$ cat src/rtl/aes_block_packer.sv
// Packs 32-bit key/plaintext words into the AES core's Nk*32-bit key and 128-bit block inputs.
// Optional `AES_PACK_FLUSH_EN adds a synchronous flush input that discards pending data but keeps the key.
module aes_block_packer #(
    parameter int unsigned Nk = 4
) (
    input  logic               clk,
    input  logic               rst,
`ifdef AES_PACK_FLUSH_EN
    input  logic               flush,
`endif
    input  logic [0:31]        din,
    input  logic               din_is_key,
    input  logic               din_valid,
    output logic               din_ready,
    output logic [0:Nk*32-1]   key_out,
    output logic               key_loaded,
    output logic [0:127]       blk_out,
    output logic               blk_valid,
    input  logic               blk_ready
);

    localparam int unsigned KW = (Nk > 1) ? $clog2(Nk) : 1;

    logic flush_w;
`ifdef AES_PACK_FLUSH_EN
    assign flush_w = flush;
`else
    assign flush_w = 1'b0;
`endif

    // Word 0 of each packed array sits in the most significant (leftmost) slot.
    logic [0:Nk-1][0:31] key_q, key_d;
    logic [KW-1:0]       kcnt_q, kcnt_d;
    logic                key_loaded_q, key_loaded_d;
    logic [0:3][0:31]    asm_q, asm_d;
    logic [1:0]          wcnt_q, wcnt_d;
    logic                asm_full_q, asm_full_d;
    logic [0:3][0:31]    blk_q, blk_d;
    logic                blk_valid_q, blk_valid_d;
    logic                accept, complete;

    assign din_ready = !rst && !flush_w &&
                       (din_is_key ? (wcnt_q == 2'd0 && !asm_full_q && !blk_valid_q)
                                   : (key_loaded_q && !asm_full_q));
    assign accept    = din_valid && din_ready;
    assign complete  = accept && !din_is_key && (wcnt_q == 2'd3);

    always_comb begin
        key_d        = key_q;
        kcnt_d       = kcnt_q;
        key_loaded_d = key_loaded_q;
        asm_d        = asm_q;
        wcnt_d       = wcnt_q;
        asm_full_d   = asm_full_q;
        blk_d        = blk_q;
        blk_valid_d  = blk_valid_q;

        if (flush_w) begin
            wcnt_d      = '0;
            asm_full_d  = 1'b0;
            blk_valid_d = 1'b0;
        end else begin
            if (accept && din_is_key) begin
                key_d[kcnt_q] = din;
                if (kcnt_q == '0)
                    key_loaded_d = 1'b0;
                if (kcnt_q == KW'(Nk - 1)) begin
                    kcnt_d       = '0;
                    key_loaded_d = 1'b1;
                end else begin
                    kcnt_d = kcnt_q + 1'b1;
                end
            end

            if (accept && !din_is_key) begin
                asm_d[wcnt_q] = din;
                wcnt_d        = wcnt_q + 2'd1;
            end

            // A completing word can only arrive while the assembly register is empty,
            // so the drain branch never competes with a new block.
            if (complete) begin
                if (!blk_valid_q || blk_ready) begin
                    blk_d       = asm_d;
                    blk_valid_d = 1'b1;
                end else begin
                    asm_full_d = 1'b1;
                end
            end else if (blk_valid_q && blk_ready) begin
                if (asm_full_q) begin
                    blk_d      = asm_q;
                    asm_full_d = 1'b0;
                end else begin
                    blk_valid_d = 1'b0;
                end
            end
        end
    end

    always_ff @(posedge clk or posedge rst) begin
        if (rst) begin
            key_q        <= '0;
            kcnt_q       <= '0;
            key_loaded_q <= 1'b0;
            asm_q        <= '0;
            wcnt_q       <= '0;
            asm_full_q   <= 1'b0;
            blk_q        <= '0;
            blk_valid_q  <= 1'b0;
        end else begin
            key_q        <= key_d;
            kcnt_q       <= kcnt_d;
            key_loaded_q <= key_loaded_d;
            asm_q        <= asm_d;
            wcnt_q       <= wcnt_d;
            asm_full_q   <= asm_full_d;
            blk_q        <= blk_d;
            blk_valid_q  <= blk_valid_d;
        end
    end

    assign key_out    = key_q;
    assign key_loaded = key_loaded_q;
    assign blk_out    = blk_q;
    assign blk_valid  = blk_valid_q;

endmodule

$ cat config.mk
export PLATFORM = sky130hd
export DESIGN_NAME = aes_block_packer
export DESIGN_NICKNAME = d
export VERILOG_FILES = /design/src/rtl/aes_block_packer.sv
export SDC_FILE = /design/constraint.sdc
export NUM_CORES = 1
export LEC_CHECK = 0
export CORE_ASPECT_RATIO = 1.1
export CORE_MARGIN = 8
export CORE_UTILIZATION = 45
export DETAILED_ROUTE_END_ITERATION = 6
export GPL_ROUTABILITY_DRIVEN = 0
export PLACE_DENSITY = 0.71
export SLEW_MARGIN = 20
export SYNTH_ARGS = -nofsm -noshare
export SYNTH_HDL_FRONTEND = slang
export SYNTH_SLANG_ARGS = --single-unit
$ cat constraint.sdc
create_clock -name clk -period 33.6 [get_ports clk]
set_input_delay 6.72 -clock clk [delete_from_list [all_inputs] [get_ports clk]]
set_output_delay 6.72 -clock clk [all_outputs]
set_load 0.02 [all_outputs]
==> impl_metrics.toml, run 1 <==
[global_route]
grt_pass1_wl_um = 77500
grt_pass1_vias = 12700
gr-total-overflow = 0
grt.total_usage = 0.220
grt_max_degree = 196
antenna_found_initial = 0

[power]
p_int_uw = 999
powerDensity_nw_per_um2 = 66.4
p_seq_frac = 0.423
swShare = 0.294
p_leak_uw = 0.00919
comb_power_share = 0.265
p_switching_uw = 415
p_clk_frac = 0.312
p_total_uw = 1410
ir_worst_vdd_mv = 0.0572

[floorplan]
io_pins = 296
fp.dieArea_um2 = 44100
design.core.area_um2 = 37100
die_w_um = 201
start_util = 0.456
die_y_um = 219
num_rows = 74

[timing]
grt_setup_unrepaired = "no"
period_minus_slack_ns = 15.40
slew_headroom = 0.222
fin_ws_ns = 18.20
hold_violations = 0
worst_slew_pin_slew_ns = 1.17
tns_ns = 0
fmax_mhz = 64.9
report.final.slew_viol_count = 0
final-setup-viol-count = 0
fin_worst_skew_ns = 0.00934
period_share = 0.458

[setup_path]
arrival_ns = 8.68
worstSetupPathType = "input port to output pin"
start_kind = "input port"
critPathRequiredTime_ns = 26.88
critPathMaxFanout = 14
end_kind = "output pin"

[clocking]
cts_tree = "done"
cts_hold_buf = 0
post_cts_buffers = 0
root_buffer = "clkbuf_16"
path_clk_slew_ns = 0.06
cts.sinks = 391
cts_max_level = 2
cts_buffer_depth = 3
cts_buffers = 41
clk_latency_ns = 0.54
cts.repair.resized = 0

[synth]
syn_nets = 1366
synth_warnings = 0
yosysUniqueCellTypes = 40
syn_area_um2 = 16900
syn-instance-count = 1321
async_reset_ff_frac = 1.00
yosysSeqAreaShare = 0.578
avgSynthCellArea_um2 = 12.8
synth_seq_cells = 391
synth_edf_count = 0
synth-main-ff-cell = "dfrtp_1"

[placement]
dp_hpwl_um = 30100
dp.cells = 1964
dp_slack_ns = 18.20
io_buffers = 295

[flow_run]
drv_cap = 0

[finish]
seq_area_um2 = 9780
fill_cells = 3062
fin_nets = 1561
final_cells = 2036
drive_gt1_frac = 0.233
syn_to_final_growth_pct = 25.7
multiInputGateArea_um2 = 6400
diodes = 0

[drt]
firstDrtPassIters = 5
drtIter0Drc = 1064
ant_nets = 0
vias = 12400
viasPerCell = 6.09
drc_errors = 0
routedWlPerCell_um = 24.6
drt_wl_total_um = 50100

[min_path]
hold_class = "register to register"

[run_status]
status = "complete, no violations"
## layer usage
layer  vias to the layer above  part of all wire  wire length (um)  GRT usage
met2                       473              0.50             25000      0.372
met5                         -                 0                 0          0
met3                        78             0.065              3280     0.0463
li1                       5351                 -                 -          -
met4                         0             0.024              1210     0.0687
met1                      6491              0.41             20700      0.281
## cells in the mapped netlist (3+ instances only)
| library cell | n | area (um2) |
|---|---|---|
| a211oi_4 | 3 | 60.1 |
| a31oi_1 | 97 | 607 |
| inv_1 | 6 | 22.5 |
| mux2_2 | 230 | 2590 |
| nand4_1 | 3 | 18.8 |
| nand2b_1 | 33 | 206 |
| mux2_1 | 30 | 338 |
| dfrtp_1 | 391 | 9780 |
| o221a_1 | 3 | 33.8 |
| a311oi_1 | 96 | 841 |
| buf_6 | 12 | 135 |
| buf_4 | 4 | 30.0 |
| o221a_2 | 29 | 327 |
| o21ai_0 | 97 | 485 |
| clkbuf_1 | 100 | 375 |
| buf_2 | 49 | 245 |
| nand2_1 | 3 | 11.3 |
| nand3_1 | 102 | 510 |
| ha_1 | 8 | 100 |
## state kept, by name, summed over array words and instances, names as in the netlist
register	count
kcnt_q	2
blk_out	128
asm_q	128
wcnt_q	2
key_loaded	1
blk_valid	1
asm_full_q	1
key_out	128
## power by group through the flow
| stage | logic (uW) | clock network, uW | registers [uW] |
|---|---|---|---|
| final | 375 | 441 | 598 |
| after global placement | 374 | 0 | 600 |
| after CTS | 380 | 449 | 599 |
| after global routing | 396 | 469 | 610 |
| after floorplan | 111 | 0 | 686 |
| after detailed placement | 379 | 0 | 606 |
## per-stage QoR
step	hold slack, ns	util	instance area [um2]
global route	0.501	0.573	21300
global placement	0.466	0.537	19900
finish	0.485	0.573	21300
CTS	0.487	0.572	21200
detailed placement	0.474	0.537	19900
floorplan	0.470	-	16900
## path summary, 6_finish.rpt
check / start / end / slack [ns] / cells past startpoint
max: din_is_key / din_ready / 18.20 / 4
min: key_out[113] / key_out[113] / 0.48 / 1
max reg2reg: blk_valid / blk_out[118] / 29.90 / 5
min reg2reg: key_out[113] / key_out[113] / 0.48 / 1
max in group asynchronous: rst / key_out[76] / 25.11 / 4
min in group asynchronous: rst / asm_full_q / 6.91 / 2
## cells in the final DEF, fill, tap and decap left out, drive strengths merged, types with 32 or more instances in the layout
master / Yosys / routed
dfrtp: 391 / 391
clkdlybuf4s50: 0 / 295
mux2: 260 / 260
nand3: 102 / 102
o21ai: 97 / 97
a31oi: 97 / 97
a311oi: 96 / 96
clkbuf: 100 / 59
nand2b: 34 / 34
o221a: 32 / 32
## logic make-up after synthesis
logic type | synth area share
AND/OR/NAND/NOR | 0.0529
XOR/XNOR | 0.000517
multiplexers | 0.173
buffers and inverters | 0.0480
adder cells (fa/ha/maj) | 0.00591
flip-flops | 0.578
AO/OA/AOI/OAI | 0.142
## worst max-delay path, stage by stage
cell and delay (ns):
clkdlybuf4s50_1 0.66, nand2b_2 0.44, a21oi_1 0.20, clkdlybuf4s50_1 0.66
## cell type report
type                            instances  share of cell area
Clock inverter                         10             0.00500
Clock buffer                           59              0.0553
Tap cell                              494              0.0290
Timing Repair Buffer                  318               0.149
Sequential cell                       391               0.460
Inverter                                6             0.00141
Multi-Input combinational cell        758               0.301
Power figures use the tool's default switching activity.
==> inputs of run 2 (changes only) <==
- clock period: 33.6 -> 14.8 ns (I/O delays scaled with it)
==> run 2 against run 1 <==
Final area is essentially flat; combinational power grew 130%; wire length shrank 0.22%; sequential power grew 130%; highest routed layer unchanged; power grew 130%; worst setup slack lost 11 ns; via count shrank 0.86%; largest power group unchanged; register-to-register slack lost 18 ns; clock power grew 130%.
==> impl_metrics.toml, run 2 (synthesized netlist as in run 1, its figures left out) <==
[finish]
final_common_cell = "dfrtp_1"
multiInputGateArea_um2 = 6400
drive_gt1_frac = 0.236
diodes = 0
fin_nets = 1563
seq_area_um2 = 9780
fill_cells = 3079
syn_to_final_growth_pct = 25.8
fin_area_um2 = 21300
final_core_util = 0.574
final_cells = 2038
final_cell_mix = "dfrtp_1 (391), clkdlybuf4s50_1 (295), mux2_2 (230)"

[timing]
grt_setup_unrepaired = "no"
report.final.slew_viol_count = 0
fin_worst_skew_ns = 0.0132
hold_violations = 0
worst_slew_pin_slew_ns = 1.19
final-setup-viol-count = 0
period_minus_slack_ns = 7.96
fin_ws_ns = 6.84
period_share = 0.538
tns_ns = 0
fmax_mhz = 126
slew_headroom = 0.209

[placement]
io_buffers = 295
dp_slack_ns = 6.86
dp.cells = 1965
dp_hpwl_um = 30700
place_area_um2 = 20000

[floorplan]
start_util = 0.456
num_rows = 74
design.core.area_um2 = 37100
io_pins = 296
die_w_um = 201
fp.dieArea_um2 = 44100
die_y_um = 219

[setup_path]
max_stage_delay_ns = 0.68
path_cells = "clkdlybuf4s50_1 > nand2b_2 > a21oi_1 > clkdlybuf4s50_1"
start_kind = "input port"
critPathRequiredTime_ns = 11.84
end_kind = "output pin"
critPathMaxFanout = 14
worstSetupPathType = "input port to output pin"
cpMaxStageDelayCell = "clkdlybuf4s50_1"
arrival_ns = 5.00
crit_top_cell = "clkdlybuf4s50_1"

[power]
p_switching_uw = 948
powerDensity_nw_per_um2 = 151
p_seq_frac = 0.422
ir_worst_vdd_mv = 0.104
comb_power_share = 0.265
p_leak_uw = 0.00921
p_clk_frac = 0.313
p_int_uw = 2270
swShare = 0.295

[global_route]
grt_pass1_vias = 12800
grt_pass1_wl_um = 78500
grt.total_usage = 0.223
gr-total-overflow = 0
grt_max_degree = 159
antenna_found_initial = 0

[flow_run]
drv_cap = 0

[drt]
viasPerCell = 6.03
ant_nets = 0
firstDrtPassIters = 5
drc_errors = 0
routedWlPerCell_um = 24.5
drt_wl_total_um = 50000
vias = 12300
drtIter0Drc = 837

[clocking]
cts.repair.resized = 0
cts_buffers = 42
post_cts_buffers = 0
cts_tree = "done"
root_buffer = "clkbuf_16"
path_clk_slew_ns = 0.05
cts_buffer_depth = 3
cts.sinks = 391
cts_max_level = 2
clk_latency_ns = 0.54
cts_hold_buf = 0

[min_path]
hold_class = "register to register"

[run_status]
status = "complete, no violations"
run 2: worst max-delay path: cells and delay by family:
family,cells,cell delay [ns]
buf+inv,2,1.36
simple gates,1,0.45
compound gates,1,0.24
run 2: final cells by class:
| cell class | instances | share of cell area |
|---|---|---|
| clock inverters | 10 | 0.00370 |
| clock buffers | 60 | 0.0573 |
| flip-flops and latches | 391 | 0.459 |
| repair buffers | 319 | 0.149 |
| inverters | 6 | 0.00141 |
| multi-input cells | 758 | 0.300 |
| well taps | 494 | 0.0290 |
run 2: final timing paths:
kind,start,endpoint,slack [ns],depth (start not counted)
setup reg to reg,blk_valid,blk_out[115],11.47,4
min in group asynchronous,rst,asm_q[125],3.12,2
max in group asynchronous,rst,blk_out[49],9.62,5
setup / recovery,din_is_key,din_ready,6.84,4
hold reg to reg,key_out[109],key_out[109],0.48,1
hold / removal,key_out[109],key_out[109],0.48,1
run 2: layer usage:
| metal | up-vias | track usage | routed length, um |
|---|---|---|---|
| met5 | - | 0 | 0 |
| met4 | 0 | 0.0739 | 1350 |
| met3 | 73 | 0.0492 | 3160 |
| met2 | 427 | 0.377 | 24800 |
| met1 | 6418 | 0.283 | 20700 |
| li1 | 5369 | - | - |
run 2: power by group through the flow:
| stage | Combinational, uW | Clock [uW] | Sequential, uW |
|---|---|---|---|
| floorplan | 253 | 0 | 1560 |
| global route | 903 | 1070 | 1380 |
| global placement | 848 | 0 | 1360 |
| CTS | 867 | 1020 | 1360 |
| detailed placement | 863 | 0 | 1380 |
| finish | 853 | 1010 | 1360 |
run 2: per-stage QoR:
stage / hold WS (ns) / total power, uW
floorplan: 0.470 / 1810
global placement: 0.466 / 2210
detailed placement: 0.474 / 2240
CTS: 0.486 / 3250
global route: 0.493 / 3360
finish: 0.483 / 3220
==> inputs of run 3 (changes only) <==
- PLACE_DENSITY: 0.71 -> 0.73
- clock period: 14.8 -> 6.5 ns (I/O delays scaled with it)
==> run 3 against run 2 <==
Flip-flop and latch count is the same; clock power grew 140%; worst setup slack lost 5.0 ns; sequential power grew 130%; combinational power grew 130%.
==> impl_metrics.toml, run 3 (synthesized netlist as in run 1, its figures left out) <==
[placement]
place_area_um2 = 20000
dp.cells = 1966
dp_hpwl_um = 30600
io_buffers = 295

[min_path]
hold_class = "register to register"
min_from = "key_out[125]"

[power]
powerDensity_nw_per_um2 = 349
p_int_uw = 5320
swShare = 0.291
p_total_uw = 7490
ir_worst_vdd_mv = 0.271
p_switching_uw = 2180
p_leak_uw = 0.00928
p_clk_frac = 0.329
p_seq_frac = 0.412
comb_power_share = 0.259

[clocking]
cts_tree = "done"
cts_buffers = 42
root_buffer = "clkbuf_16"
cts_hold_buf = 0
path_clk_slew_ns = 0.06
cts.repair.resized = 0
clk_latency_ns = 0.55
cts.sinks = 391
cts_buffer_depth = 3
post_cts_buffers = 0
cts_max_level = 2

[drt]
drc_errors = 0
drtIter0Drc = 1069
routedWlPerCell_um = 24.5
ant_nets = 0
vias = 12400
viasPerCell = 6.06
firstDrtPassIters = 5
drt_wl_total_um = 50100

[timing]
tns_ns = 0
period_share = 0.720
slew_headroom = 0.277
fmax_mhz = 214
final-setup-viol-count = 0
hold_ws_ns = 0.482
period_minus_slack_ns = 4.68
grt_setup_unrepaired = "no"
worst_slew_pin_slew_ns = 1.08
report.final.slew_viol_count = 0
hold_violations = 0
fin_worst_skew_ns = 0.0229

[setup_path]
worstSetupPathType = "input port to output pin"
start_kind = "input port"
timing.critical_path.from = "din_is_key"
critPathMaxFanout = 14
critPathRequiredTime_ns = 5.20
end_kind = "output pin"
reg2reg_from = "wcnt_q[0]"
arrival_ns = 3.38

[floorplan]
die_y_um = 219
design.core.area_um2 = 37100
start_util = 0.456
fp.dieArea_um2 = 44100
die_w_um = 201
num_rows = 74
io_pins = 296

[finish]
final_cells = 2044
syn_to_final_growth_pct = 26.7
diodes = 0
fin_nets = 1563
fin_area_um2 = 21500
final_cell_mix = "dfrtp_1 (391), clkdlybuf4s50_1 (295), mux2_2 (230)"
drive_gt1_frac = 0.239
final_common_cell = "dfrtp_1"

[global_route]
grt_pass1_wl_um = 78400
grt_pass1_vias = 12800
grt_max_degree = 202
grt.busiest_layer = "met2"
grt.met1_usage = 0.292
grt.total_usage = 0.223
gr-total-overflow = 0
antenna_found_initial = 0
grtUsageMet2 = 0.360
gr-usage-met3 = 0.0530

[run_status]
status = "complete, no violations"

[flow_run]
drv_cap = 0
## run 3: changes by cell type in the layout (fill, tap and decap cells not counted)
cell,previous run,this run
clkinvlp_4,0,3
buf_6,2,0
clkbuf_8,8,13
clkinv_4,0,1
buf_16,0,2
clkinv_2,8,4
inv_8,1,0
inv_6,1,2
clkbuf_1,9,8
bufinv_16,1,3
## run 3: layout make-up
| type | instances | area (um2) |
|---|---|---|
| inverters | 6 | 26.3 |
| clock inverters | 12 | 151 |
| clock buffers | 64 | 1280 |
| flip-flops and latches | 391 | 9780 |
| well taps | 494 | 618 |
| fillers | 3025 | 15700 |
| repair buffers | 319 | 3200 |
| multi-input cells | 758 | 6400 |
## run 3: stage by stage
step	util	setup slack (ns)
2_1_floorplan	-	-0.0599
3_3_place_gp	0.538	1.85
3_5_place_dp	0.538	1.81
4_1_cts	0.577	1.81
5_1_grt	0.578	1.73
6_report	0.578	1.82
## run 3: worst paths after layout
path,to,slack (ns),cells past startpoint
max in group asynchronous,key_out[17],4.09,4
min in group asynchronous,blk_out[34],1.39,3
setup / recovery,din_ready,1.82,4
hold / removal,key_out[125],0.48,1
setup reg to reg,asm_q[26],3.23,5
hold reg to reg,key_out[125],0.48,1
## run 3: worst max-delay path, stage by stage
cell	delay, ns
clkdlybuf4s50_1	0.66
nand2b_2	0.44
a21oi_1	0.31
clkdlybuf4s50_1	0.66
## run 3: per-layer routing
layer	vias up	routed length [um]
met1	6435	21100
li1	5388	-
met5	-	0
met3	81	3660
met2	483	23900
met4	0	1440
## run 3: power by group through the flow
stage                     Combinational (uW)  Sequential (uW)  Clock [uW]
after global placement                  1930             3100           0
after global routing                    2060             3150        2620
final                                   1940             3090        2460
after floorplan                          576             3550           0
after CTS                               1970             3090        2510
after detailed placement                1960             3130           0
